<file path="src/rtl/loader_pkg.sv">
// ----------------------------------------------------------------------------
// loader_pkg
// Shared definitions for the Wishbone instruction-memory loader:
//   - loader_state_t : FSM state encoding (RLANE exists only when the
//                      LOADER_READBACK_EN macro is defined)
//   - OFF_CTRL / OFF_COUNT : register offsets inside the 512-byte window
//   - CTRL_RUN_BIT / CTRL_BUSY_BIT : CTRL register bit positions
//   - lowest_lane / lane_mask / byte_lane : byte-lane helpers
// ----------------------------------------------------------------------------
package loader_pkg;

`ifdef LOADER_READBACK_EN
    typedef enum logic [1:0] {
        ST_IDLE  = 2'd0,
        ST_WLANE = 2'd1,
        ST_RLANE = 2'd2,
        ST_ACK   = 2'd3
    } loader_state_t;
`else
    typedef enum logic [1:0] {
        ST_IDLE  = 2'd0,
        ST_WLANE = 2'd1,
        ST_ACK   = 2'd3
    } loader_state_t;
`endif

    localparam logic [8:0] OFF_CTRL  = 9'h100;
    localparam logic [8:0] OFF_COUNT = 9'h104;

    localparam int CTRL_RUN_BIT  = 0;
    localparam int CTRL_BUSY_BIT = 1;

    // Index of the lowest set bit; callers only use it on a non-zero mask.
    function automatic logic [1:0] lowest_lane(input logic [3:0] mask);
        logic [1:0] lane;
        if (mask[0]) begin
            lane = 2'd0;
        end else if (mask[1]) begin
            lane = 2'd1;
        end else if (mask[2]) begin
            lane = 2'd2;
        end else begin
            lane = 2'd3;
        end
        return lane;
    endfunction

    // One-hot mask for a single byte lane.
    function automatic logic [3:0] lane_mask(input logic [1:0] lane);
        return 4'b0001 << lane;
    endfunction

    // Byte lane extraction from a 32-bit word, little-endian.
    function automatic logic [7:0] byte_lane(input logic [31:0] word, input logic [1:0] lane);
        return word[8*lane +: 8];
    endfunction

endpackage

</file>
<file path="src/rtl/wb_imem_loader.sv">
// ----------------------------------------------------------------------------
// wb_imem_loader
// Wishbone classic slave that lets a host load a 256-byte instruction memory
// one byte per cycle while the CPU is held in reset.
//
// Window (adr[31:9] == BASE_ADDR[31:9]):
//   0x000-0x0FF IMEM   writes split into one byte write per selected lane
//   0x100       CTRL   bit0 run (R/W), bit1 busy (RO); cpu_reset_o = ~run
//   0x104       COUNT  bytes written since run was last cleared, saturating
//   other       acked with data 0, no side effect
//
// Optional feature: define LOADER_READBACK_EN to make IMEM reads fetch all
// four bytes through imem_r_data_i (RLANE state). Without it, IMEM reads ack
// immediately with 0 and imem_r_data_i is ignored.
//
// Ports:
//   wb_clk_i, wb_rst_i            clock, async active-high reset
//   wbs_stb_i/cyc_i/we_i/sel_i    Wishbone request qualifiers
//   wbs_adr_i, wbs_dat_i          byte address, write data
//   wbs_ack_o, wbs_dat_o          single-cycle ack, read data
//   imem_addr_o, imem_w_data_o,
//   imem_w_en_o, imem_r_data_i    instruction-memory byte port
//   cpu_reset_o                   hold-reset to the CPU while loading
// ----------------------------------------------------------------------------
module wb_imem_loader
    import loader_pkg::*;
#(
    parameter logic [31:0] BASE_ADDR  = 32'h3000_0000,
    parameter int          IMEM_DEPTH = 256
) (
    input  logic        wb_clk_i,
    input  logic        wb_rst_i,
    input  logic        wbs_stb_i,
    input  logic        wbs_cyc_i,
    input  logic        wbs_we_i,
    input  logic [3:0]  wbs_sel_i,
    input  logic [31:0] wbs_adr_i,
    input  logic [31:0] wbs_dat_i,
    output logic        wbs_ack_o,
    output logic [31:0] wbs_dat_o,
    output logic [7:0]  imem_addr_o,
    output logic [7:0]  imem_w_data_o,
    output logic        imem_w_en_o,
    input  logic [7:0]  imem_r_data_i,
    output logic        cpu_reset_o
);

    loader_state_t state_r, state_nxt_s;
    logic [3:0]    pend_r, pend_nxt_s;       // lanes still to be written
    logic [5:0]    word_r, word_nxt_s;       // word index of current access
    logic [31:0]   wdata_r, wdata_nxt_s;
    logic          run_r, run_nxt_s;
    logic          cpu_reset_r;
    logic [7:0]    count_r, count_nxt_s;
    logic          ack_r, ack_nxt_s;
    logic [31:0]   dat_r, dat_nxt_s;
    logic [7:0]    addr_r, addr_nxt_s;
    logic [7:0]    wbyte_r, wbyte_nxt_s;
    logic          wen_r, wen_nxt_s;

    logic          hit_s;
    logic          is_imem_s;
    logic          is_ctrl_s;
    logic          is_count_s;
    logic          busy_s;
    logic [1:0]    req_lane_s;
    logic [1:0]    pend_lane_s;

`ifdef LOADER_READBACK_EN
    logic [1:0]    lane_r, lane_nxt_s;       // read lane sequencer
    logic [23:0]   rbuf_r, rbuf_nxt_s;       // lanes 0..2 of the read word
    logic          rd_live_r, rd_live_nxt_s; // current ack carries IMEM read data
`endif

    // Tie-off of inputs and parameters that carry no information here.
    logic unused_s;
`ifdef LOADER_READBACK_EN
    assign unused_s = ^{wbs_adr_i[1:0], wbs_stb_i & 1'b0, (IMEM_DEPTH == 256)};
`else
    assign unused_s = ^{wbs_adr_i[1:0], imem_r_data_i, (IMEM_DEPTH == 256)};
`endif

    assign hit_s       = wbs_cyc_i & wbs_stb_i & (wbs_adr_i[31:9] == BASE_ADDR[31:9]);
    assign is_imem_s   = ~wbs_adr_i[8];
    assign is_ctrl_s   = (wbs_adr_i[8:2] == OFF_CTRL[8:2]);
    assign is_count_s  = (wbs_adr_i[8:2] == OFF_COUNT[8:2]);
    assign busy_s      = (state_r != ST_IDLE);
    assign req_lane_s  = lowest_lane(wbs_sel_i);
    assign pend_lane_s = lowest_lane(pend_r);

    assign wbs_ack_o     = ack_r;
    assign imem_addr_o   = addr_r;
    assign imem_w_data_o = wbyte_r;
    assign imem_w_en_o   = wen_r;
    assign cpu_reset_o   = cpu_reset_r;

`ifdef LOADER_READBACK_EN
    // Lane 3 arrives from the memory in the ack cycle itself, so it is
    // passed straight through instead of costing another cycle of latency.
    assign wbs_dat_o = rd_live_r ? {imem_r_data_i, rbuf_r} : dat_r;
`else
    assign wbs_dat_o = dat_r;
`endif

    // Next-state and next-output logic of the loader FSM.
    always_comb begin
        state_nxt_s = state_r;
        pend_nxt_s  = pend_r;
        word_nxt_s  = word_r;
        wdata_nxt_s = wdata_r;
        run_nxt_s   = run_r;
        addr_nxt_s  = addr_r;
        wbyte_nxt_s = wbyte_r;
        ack_nxt_s   = 1'b0;
        dat_nxt_s   = 32'h0000_0000;
        wen_nxt_s   = 1'b0;
`ifdef LOADER_READBACK_EN
        lane_nxt_s    = lane_r;
        rbuf_nxt_s    = rbuf_r;
        rd_live_nxt_s = 1'b0;
`endif
        // Every byte strobed out is counted as it is written.
        if (wen_r && (count_r != 8'hFF)) begin
            count_nxt_s = count_r + 8'd1;
        end else begin
            count_nxt_s = count_r;
        end

        case (state_r)
            ST_IDLE: begin
                if (hit_s) begin
                    if (is_imem_s) begin
                        if (wbs_we_i) begin
                            // Loading is locked out while the CPU runs.
                            if (run_r || (wbs_sel_i == 4'b0000)) begin
                                ack_nxt_s   = 1'b1;
                                state_nxt_s = ST_ACK;
                            end else begin
                                word_nxt_s  = wbs_adr_i[7:2];
                                wdata_nxt_s = wbs_dat_i;
                                addr_nxt_s  = {wbs_adr_i[7:2], req_lane_s};
                                wbyte_nxt_s = byte_lane(wbs_dat_i, req_lane_s);
                                wen_nxt_s   = 1'b1;
                                pend_nxt_s  = wbs_sel_i & ~lane_mask(req_lane_s);
                                state_nxt_s = ST_WLANE;
                            end
                        end else begin
`ifdef LOADER_READBACK_EN
                            word_nxt_s  = wbs_adr_i[7:2];
                            addr_nxt_s  = {wbs_adr_i[7:2], 2'd0};
                            lane_nxt_s  = 2'd0;
                            state_nxt_s = ST_RLANE;
`else
                            ack_nxt_s   = 1'b1;
                            state_nxt_s = ST_ACK;
`endif
                        end
                    end else if (is_ctrl_s) begin
                        if (wbs_we_i) begin
                            run_nxt_s   = wbs_dat_i[CTRL_RUN_BIT];
                            count_nxt_s = (run_r && !wbs_dat_i[CTRL_RUN_BIT]) ? 8'h00 : count_r;
                        end else begin
                            dat_nxt_s                = 32'h0000_0000;
                            dat_nxt_s[CTRL_RUN_BIT]  = run_r;
                            dat_nxt_s[CTRL_BUSY_BIT] = busy_s;
                        end
                        ack_nxt_s   = 1'b1;
                        state_nxt_s = ST_ACK;
                    end else if (is_count_s) begin
                        dat_nxt_s   = wbs_we_i ? 32'h0000_0000 : {24'h00_0000, count_r};
                        ack_nxt_s   = 1'b1;
                        state_nxt_s = ST_ACK;
                    end else begin
                        ack_nxt_s   = 1'b1;
                        state_nxt_s = ST_ACK;
                    end
                end else begin
                    state_nxt_s = ST_IDLE;
                end
            end

            ST_WLANE: begin
                // A master that abandons the cycle loses the remaining lanes.
                if (!wbs_cyc_i) begin
                    pend_nxt_s  = 4'b0000;
                    state_nxt_s = ST_IDLE;
                end else if (pend_r != 4'b0000) begin
                    addr_nxt_s  = {word_r, pend_lane_s};
                    wbyte_nxt_s = byte_lane(wdata_r, pend_lane_s);
                    wen_nxt_s   = 1'b1;
                    pend_nxt_s  = pend_r & ~lane_mask(pend_lane_s);
                end else begin
                    ack_nxt_s   = 1'b1;
                    state_nxt_s = ST_ACK;
                end
            end

`ifdef LOADER_READBACK_EN
            ST_RLANE: begin
                // lane_r names the address on the bus; the byte on
                // imem_r_data_i belongs to the lane before it.
                if (!wbs_cyc_i) begin
                    state_nxt_s = ST_IDLE;
                end else begin
                    case (lane_r)
                        2'd1:    rbuf_nxt_s[7:0]   = imem_r_data_i;
                        2'd2:    rbuf_nxt_s[15:8]  = imem_r_data_i;
                        2'd3:    rbuf_nxt_s[23:16] = imem_r_data_i;
                        default: rbuf_nxt_s        = rbuf_r;
                    endcase
                    if (lane_r == 2'd3) begin
                        ack_nxt_s     = 1'b1;
                        rd_live_nxt_s = 1'b1;
                        state_nxt_s   = ST_ACK;
                    end else begin
                        lane_nxt_s = lane_r + 2'd1;
                        addr_nxt_s = {word_r, lane_r + 2'd1};
                    end
                end
            end
`endif

            ST_ACK: begin
                state_nxt_s = ST_IDLE;
            end

            default: begin
                state_nxt_s = ST_IDLE;
            end
        endcase
    end

    // State and registered-output update.
    always_ff @(posedge wb_clk_i or posedge wb_rst_i) begin
        if (wb_rst_i) begin
            state_r     <= ST_IDLE;
            pend_r      <= 4'b0000;
            word_r      <= 6'd0;
            wdata_r     <= 32'h0000_0000;
            run_r       <= 1'b0;
            cpu_reset_r <= 1'b1;
            count_r     <= 8'h00;
            ack_r       <= 1'b0;
            dat_r       <= 32'h0000_0000;
            addr_r      <= 8'h00;
            wbyte_r     <= 8'h00;
            wen_r       <= 1'b0;
`ifdef LOADER_READBACK_EN
            lane_r      <= 2'd0;
            rbuf_r      <= 24'h00_0000;
            rd_live_r   <= 1'b0;
`endif
        end else begin
            state_r     <= state_nxt_s;
            pend_r      <= pend_nxt_s;
            word_r      <= word_nxt_s;
            wdata_r     <= wdata_nxt_s;
            run_r       <= run_nxt_s;
            cpu_reset_r <= ~run_nxt_s;
            count_r     <= count_nxt_s;
            ack_r       <= ack_nxt_s;
            dat_r       <= dat_nxt_s;
            addr_r      <= addr_nxt_s;
            wbyte_r     <= wbyte_nxt_s;
            wen_r       <= wen_nxt_s;
`ifdef LOADER_READBACK_EN
            lane_r      <= lane_nxt_s;
            rbuf_r      <= rbuf_nxt_s;
            rd_live_r   <= rd_live_nxt_s;
`endif
        end
    end

endmodule

</file>
<file path="config.mk">
export PLATFORM = sky130hd
export DESIGN_NAME = wb_imem_loader
export DESIGN_NICKNAME = d
export VERILOG_FILES = /design/src/rtl/loader_pkg.sv /design/src/rtl/wb_imem_loader.sv
export SDC_FILE = /design/constraint.sdc
export NUM_CORES = 1
export LEC_CHECK = 0
export CORE_UTILIZATION = 30
export CTS_BUF_LIST = sky130_fd_sc_hd__clkbuf_8
export DETAILED_ROUTE_END_ITERATION = 8
export HOLD_SLACK_MARGIN = 0.06
export PLACE_DENSITY = 0.64
export SETUP_SLACK_MARGIN = 0.4
export SYNTH_ARGS = -nofsm -noshare
export SYNTH_HDL_FRONTEND = slang
export SYNTH_SLANG_ARGS = --single-unit
</file>
<file path="constraint.sdc">
create_clock -name wb_clk_i -period 3.05 [get_ports wb_clk_i]
set_clock_uncertainty 0.15 [all_clocks]
set_input_delay 0.4575 -clock wb_clk_i [delete_from_list [all_inputs] [get_ports wb_clk_i]]
set_output_delay 0.4575 -clock wb_clk_i [all_outputs]
set_load 0.05 [all_outputs]
</file>
==> impl_metrics.sql <==
INSERT INTO impl_metrics (metric_group, metric, value, unit) VALUES
('power_and_ir_drop', 'cellPowerDensity', '391', 'nW/µm²'),
('grt', 'globalRouteOverflowTotal', '0', ''),
('yosys', 'count_of_flip_flops_with_a_built_in_enable_after_synthesis', '0', ''),
('clocking', 'cts.path.max_buffers', '2', ''),
('grt', 'grtUsageMet1', '18.6', '%'),
('clocking', 'cts_inserted_buffers', '9', ''),
('place', 'placed_wire_length_estimate_after_detailed_placement', '7330', 'µm'),
('critical_path', 'critical_path.max_stage_delay', '0.54', 'ns'),
('yosys', 'post_synth_num_cell_types', '53', ''),
('grt', 'grt_start_max_net_pins', '41', ''),
('clocking', 'cts.root.buffer_cell', 'sky130_fd_sc_hd__clkbuf_8', ''),
('grt', 'grt_pass1_wl', '16400', 'µm'),
('drt', 'routed_wirelength', '10100', 'µm'),
('timing', 'hold_slack', '0.345', 'ns'),
('critical_path', 'path_class', 'in2reg', ''),
('floorplan', 'fp.coreArea', '14000', 'µm²'),
('drt', 'number_of_remaining_drc_errors', '0', ''),
('clocking', 'cts.repair_timing.setup_buffer_count', '0', ''),
('yosys', 'yosys_most_used_dff', 'sky130_fd_sc_hd__dfrtp_1', ''),
('finish', 'final_nets', '573', ''),
('power_and_ir_drop', 'total_power', '2.22', 'mW'),
('place', 'gpl.final_weighted_congestion', '0.807', ''),
('yosys', 'post_synth.cell_area_avg', '11.1', 'µm²'),
('critical_path', 'setup.worst_path.end_class', 'register', ''),
('clocking', 'cts_resized', '0', ''),
('critical_path', 'crit_path_max_fanout', '28', ''),
('clocking', 'clkSlewWorstSetupHoldPaths', '0.08', 'ns'),
('critical_path', 'cpMaxStageDelayCell', 'sky130_fd_sc_hd__clkdlybuf4s50_1', ''),
('yosys', 'synthDominantAreaCellType', 'sky130_fd_sc_hd__dfrtp_1', ''),
('drt', 'avgRoutedWirePerCell', '14.9', 'µm'),
('yosys', 'synth_most_common_cell', 'sky130_fd_sc_hd__dfrtp_1', ''),
('drt', 'post_drt_via_cell_ratio', '4.73', ''),
('clocking', 'cts_num_sinks', '80', ''),
('status', 'run_status', 'completed', ''),
('critical_path', 'startpoint_type', 'input pin', ''),
('timing', 'fin_ws', '0.536', 'ns'),
('drt', 'detailedRoute.firstPassIterationCount', '4', ''),
('yosys', 'syn_area', '4320', 'µm²'),
('timing', 'slew_headroom', '31.5', '%'),
('power_and_ir_drop', 'leakagePower', '2.57', 'nW'),
('yosys', 'synth-async-reset-ratio', '100', '%'),
('floorplan', 'floorplan.rows', '43', ''),
('worst_hold_path', 'path_class_of_the_lowest_slack_min_delay_path', 'reg2reg', ''),
('timing', 'report.final.hold_viol_count', '0', ''),
('grt', 'globalRoute.busiestLayer', 'met2', ''),
('grt', 'gr-usage-met2', '22.8', '%'),
('finish', 'diodes', '0', ''),
('timing', 'timing_worst_slew_pin_value', '1.03', 'ns'),
('clocking', 'h-tree-depth', '3', ''),
('clocking', 'worstSkewPairLatency', '0.36', 'ns'),
('job', 'maxCapViolCount', '0', ''),
('yosys', 'netlist_top_cells_area', 'sky130_fd_sc_hd__dfrtp_1, sky130_fd_sc_hd__mux2_2, sky130_fd_sc_hd__mux2i_1', ''),
('yosys', 'number_of_instances_in_the_synthesized_netlist', '391', ''),
('finish', 'area_growth_syn_to_layout', '31.4', '%'),
('drt', 'drt_iter0_markers', '140', ''),
('yosys', 'synth_seq_cells', '80', ''),
('timing', 'fmax', '398', 'MHz'),
('place', 'portBuffers', '97', ''),
('floorplan', 'dieArea', '14900', 'µm²'),
('timing', 'shortest_clock_period_the_worst_path_allows_after_layout', '2.51', 'ns'),
('drt', 'dr_total_vias', '3199', ''),
('place', 'placed_cells_incl_taps', '660', ''),
('power_and_ir_drop', 'irDropWorstVdd', '0.000343', 'V'),
('floorplan', 'floorplan.initialDensity', '30.9', '%'),
('timing', 'fin_crit_sh', '82.4', '%'),
('finish', 'fillers', '1350', ''),
('critical_path', 'worst_ep_required_time', '3.15', 'ns'),
('yosys', 'yosysWarnings', '0', ''),
('drt', 'drt.antenna.violating_nets', '0', ''),
('clocking', 'postCtsHoldBufs', '0', ''),
('critical_path', 'path_cells', 'clkdlybuf4s50_1, nor4_2, nor4b_4, and4_2, buf_12, mux2_2', '');
## critical path, delay by kind of cell
family | cells | cell delay [ns]
and+or+nand+nor | 3 | 1.00
buffers and inverters | 2 | 0.78
muxes | 1 | 0.36
## per-layer routing
metal	share of wire, %	up-vias	wire length [µm]
met4	1.3	0	134
met1	46	1545	4660
li1	-	1547	-
met3	5.8	12	588
met2	47	95	4700
met5	0	-	0
## metrics by stage
stage	utilization, %	cell area (µm²)
after floorplan	-	4410
after global placement	38.9	5440
after detailed placement	38.9	5440
after CTS	40.6	5680
after global routing	40.6	5680
final	40.6	5680
## registers in the layout, indices dropped and copies added, names as in the netlist
register and flops:
pend_r 4, cpu_reset_o 1, wbs_dat_o 8, imem_w_data_o 8, imem_addr_o 8, count_r 8
wbs_ack_o 1, wdata_r 32, run_r 1, state_r 2, imem_w_en_o 1, word_r 6
## cells by family (layout without fill, tap and decap cells)
logic type | count (synthesis) | count (layout) | synth area share [%]
AOI/OAI and AO/OA | 61 | 61 | 9.24
other | 1 | 24 | 0.0868
and+or+nand+nor | 112 | 112 | 15.7
muxes | 82 | 82 | 20.6
xor gates and xnor gates | 1 | 1 | 0.203
adders and majority gates | 1 | 1 | 0.289
DFF | 80 | 80 | 46.4
buffers and inverters | 53 | 135 | 7.53
## path summary, 6_finish.rpt
kind | end | startpoint | cells after the start | slack (ns)
max in group asynchronous | wdata_r[10] | wb_rst_i | 3 | 1.62
min in group asynchronous | count_r[6] | wb_rst_i | 2 | 0.46
hold reg to reg | imem_addr_o[0] | imem_addr_o[0] | 1 | 0.34
hold / removal | imem_addr_o[0] | imem_addr_o[0] | 1 | 0.34
setup / recovery | wdata_r[5] | wbs_sel_i[3] | 6 | 0.54
setup reg to reg | wdata_r[5] | run_r | 4 | 0.76
## where the power goes
group	internal (mW)	switching, mW
clock network	0.523	0.377
logic	0.115	0.147
registers	1.06	0.000000207
total	1.70	0.524
## area by class of cell
class                   instances  area [µm²]  area share [%]
multi-input cells             281        2080            36.7
flip-flops and latches         80        2000            35.3
repair buffers                111        1100            19.4
well taps                     180         225            3.97
clock buffers                  12         165            2.91
clock inverters                 4        67.6            1.19
inverters                       8        33.8           0.595
## layout by cell type (no fill, tap or decap), drive strengths merged, types with 2 or more instances in the layout
cell and instances:
clkdlybuf4s50 97, dfrtp 79, mux2 56, nand2 43
mux2i 26, conb 24, o21ai 23, buf 14
clkbuf 12, nand2b 11, a21oi 10, nor2 10
inv 9, nor4 9, and2 8, a22oi 8
nand3 6, nor3 4, and4 4, and3 3
nor2b 3, o31ai 3, a211o 3, nor4b 3
and4bb 2, o22ai 2, o211ai 2, bufinv 2
nand4 2, a31oi 2, o311ai 2
Power figures use the tool's default switching activity.
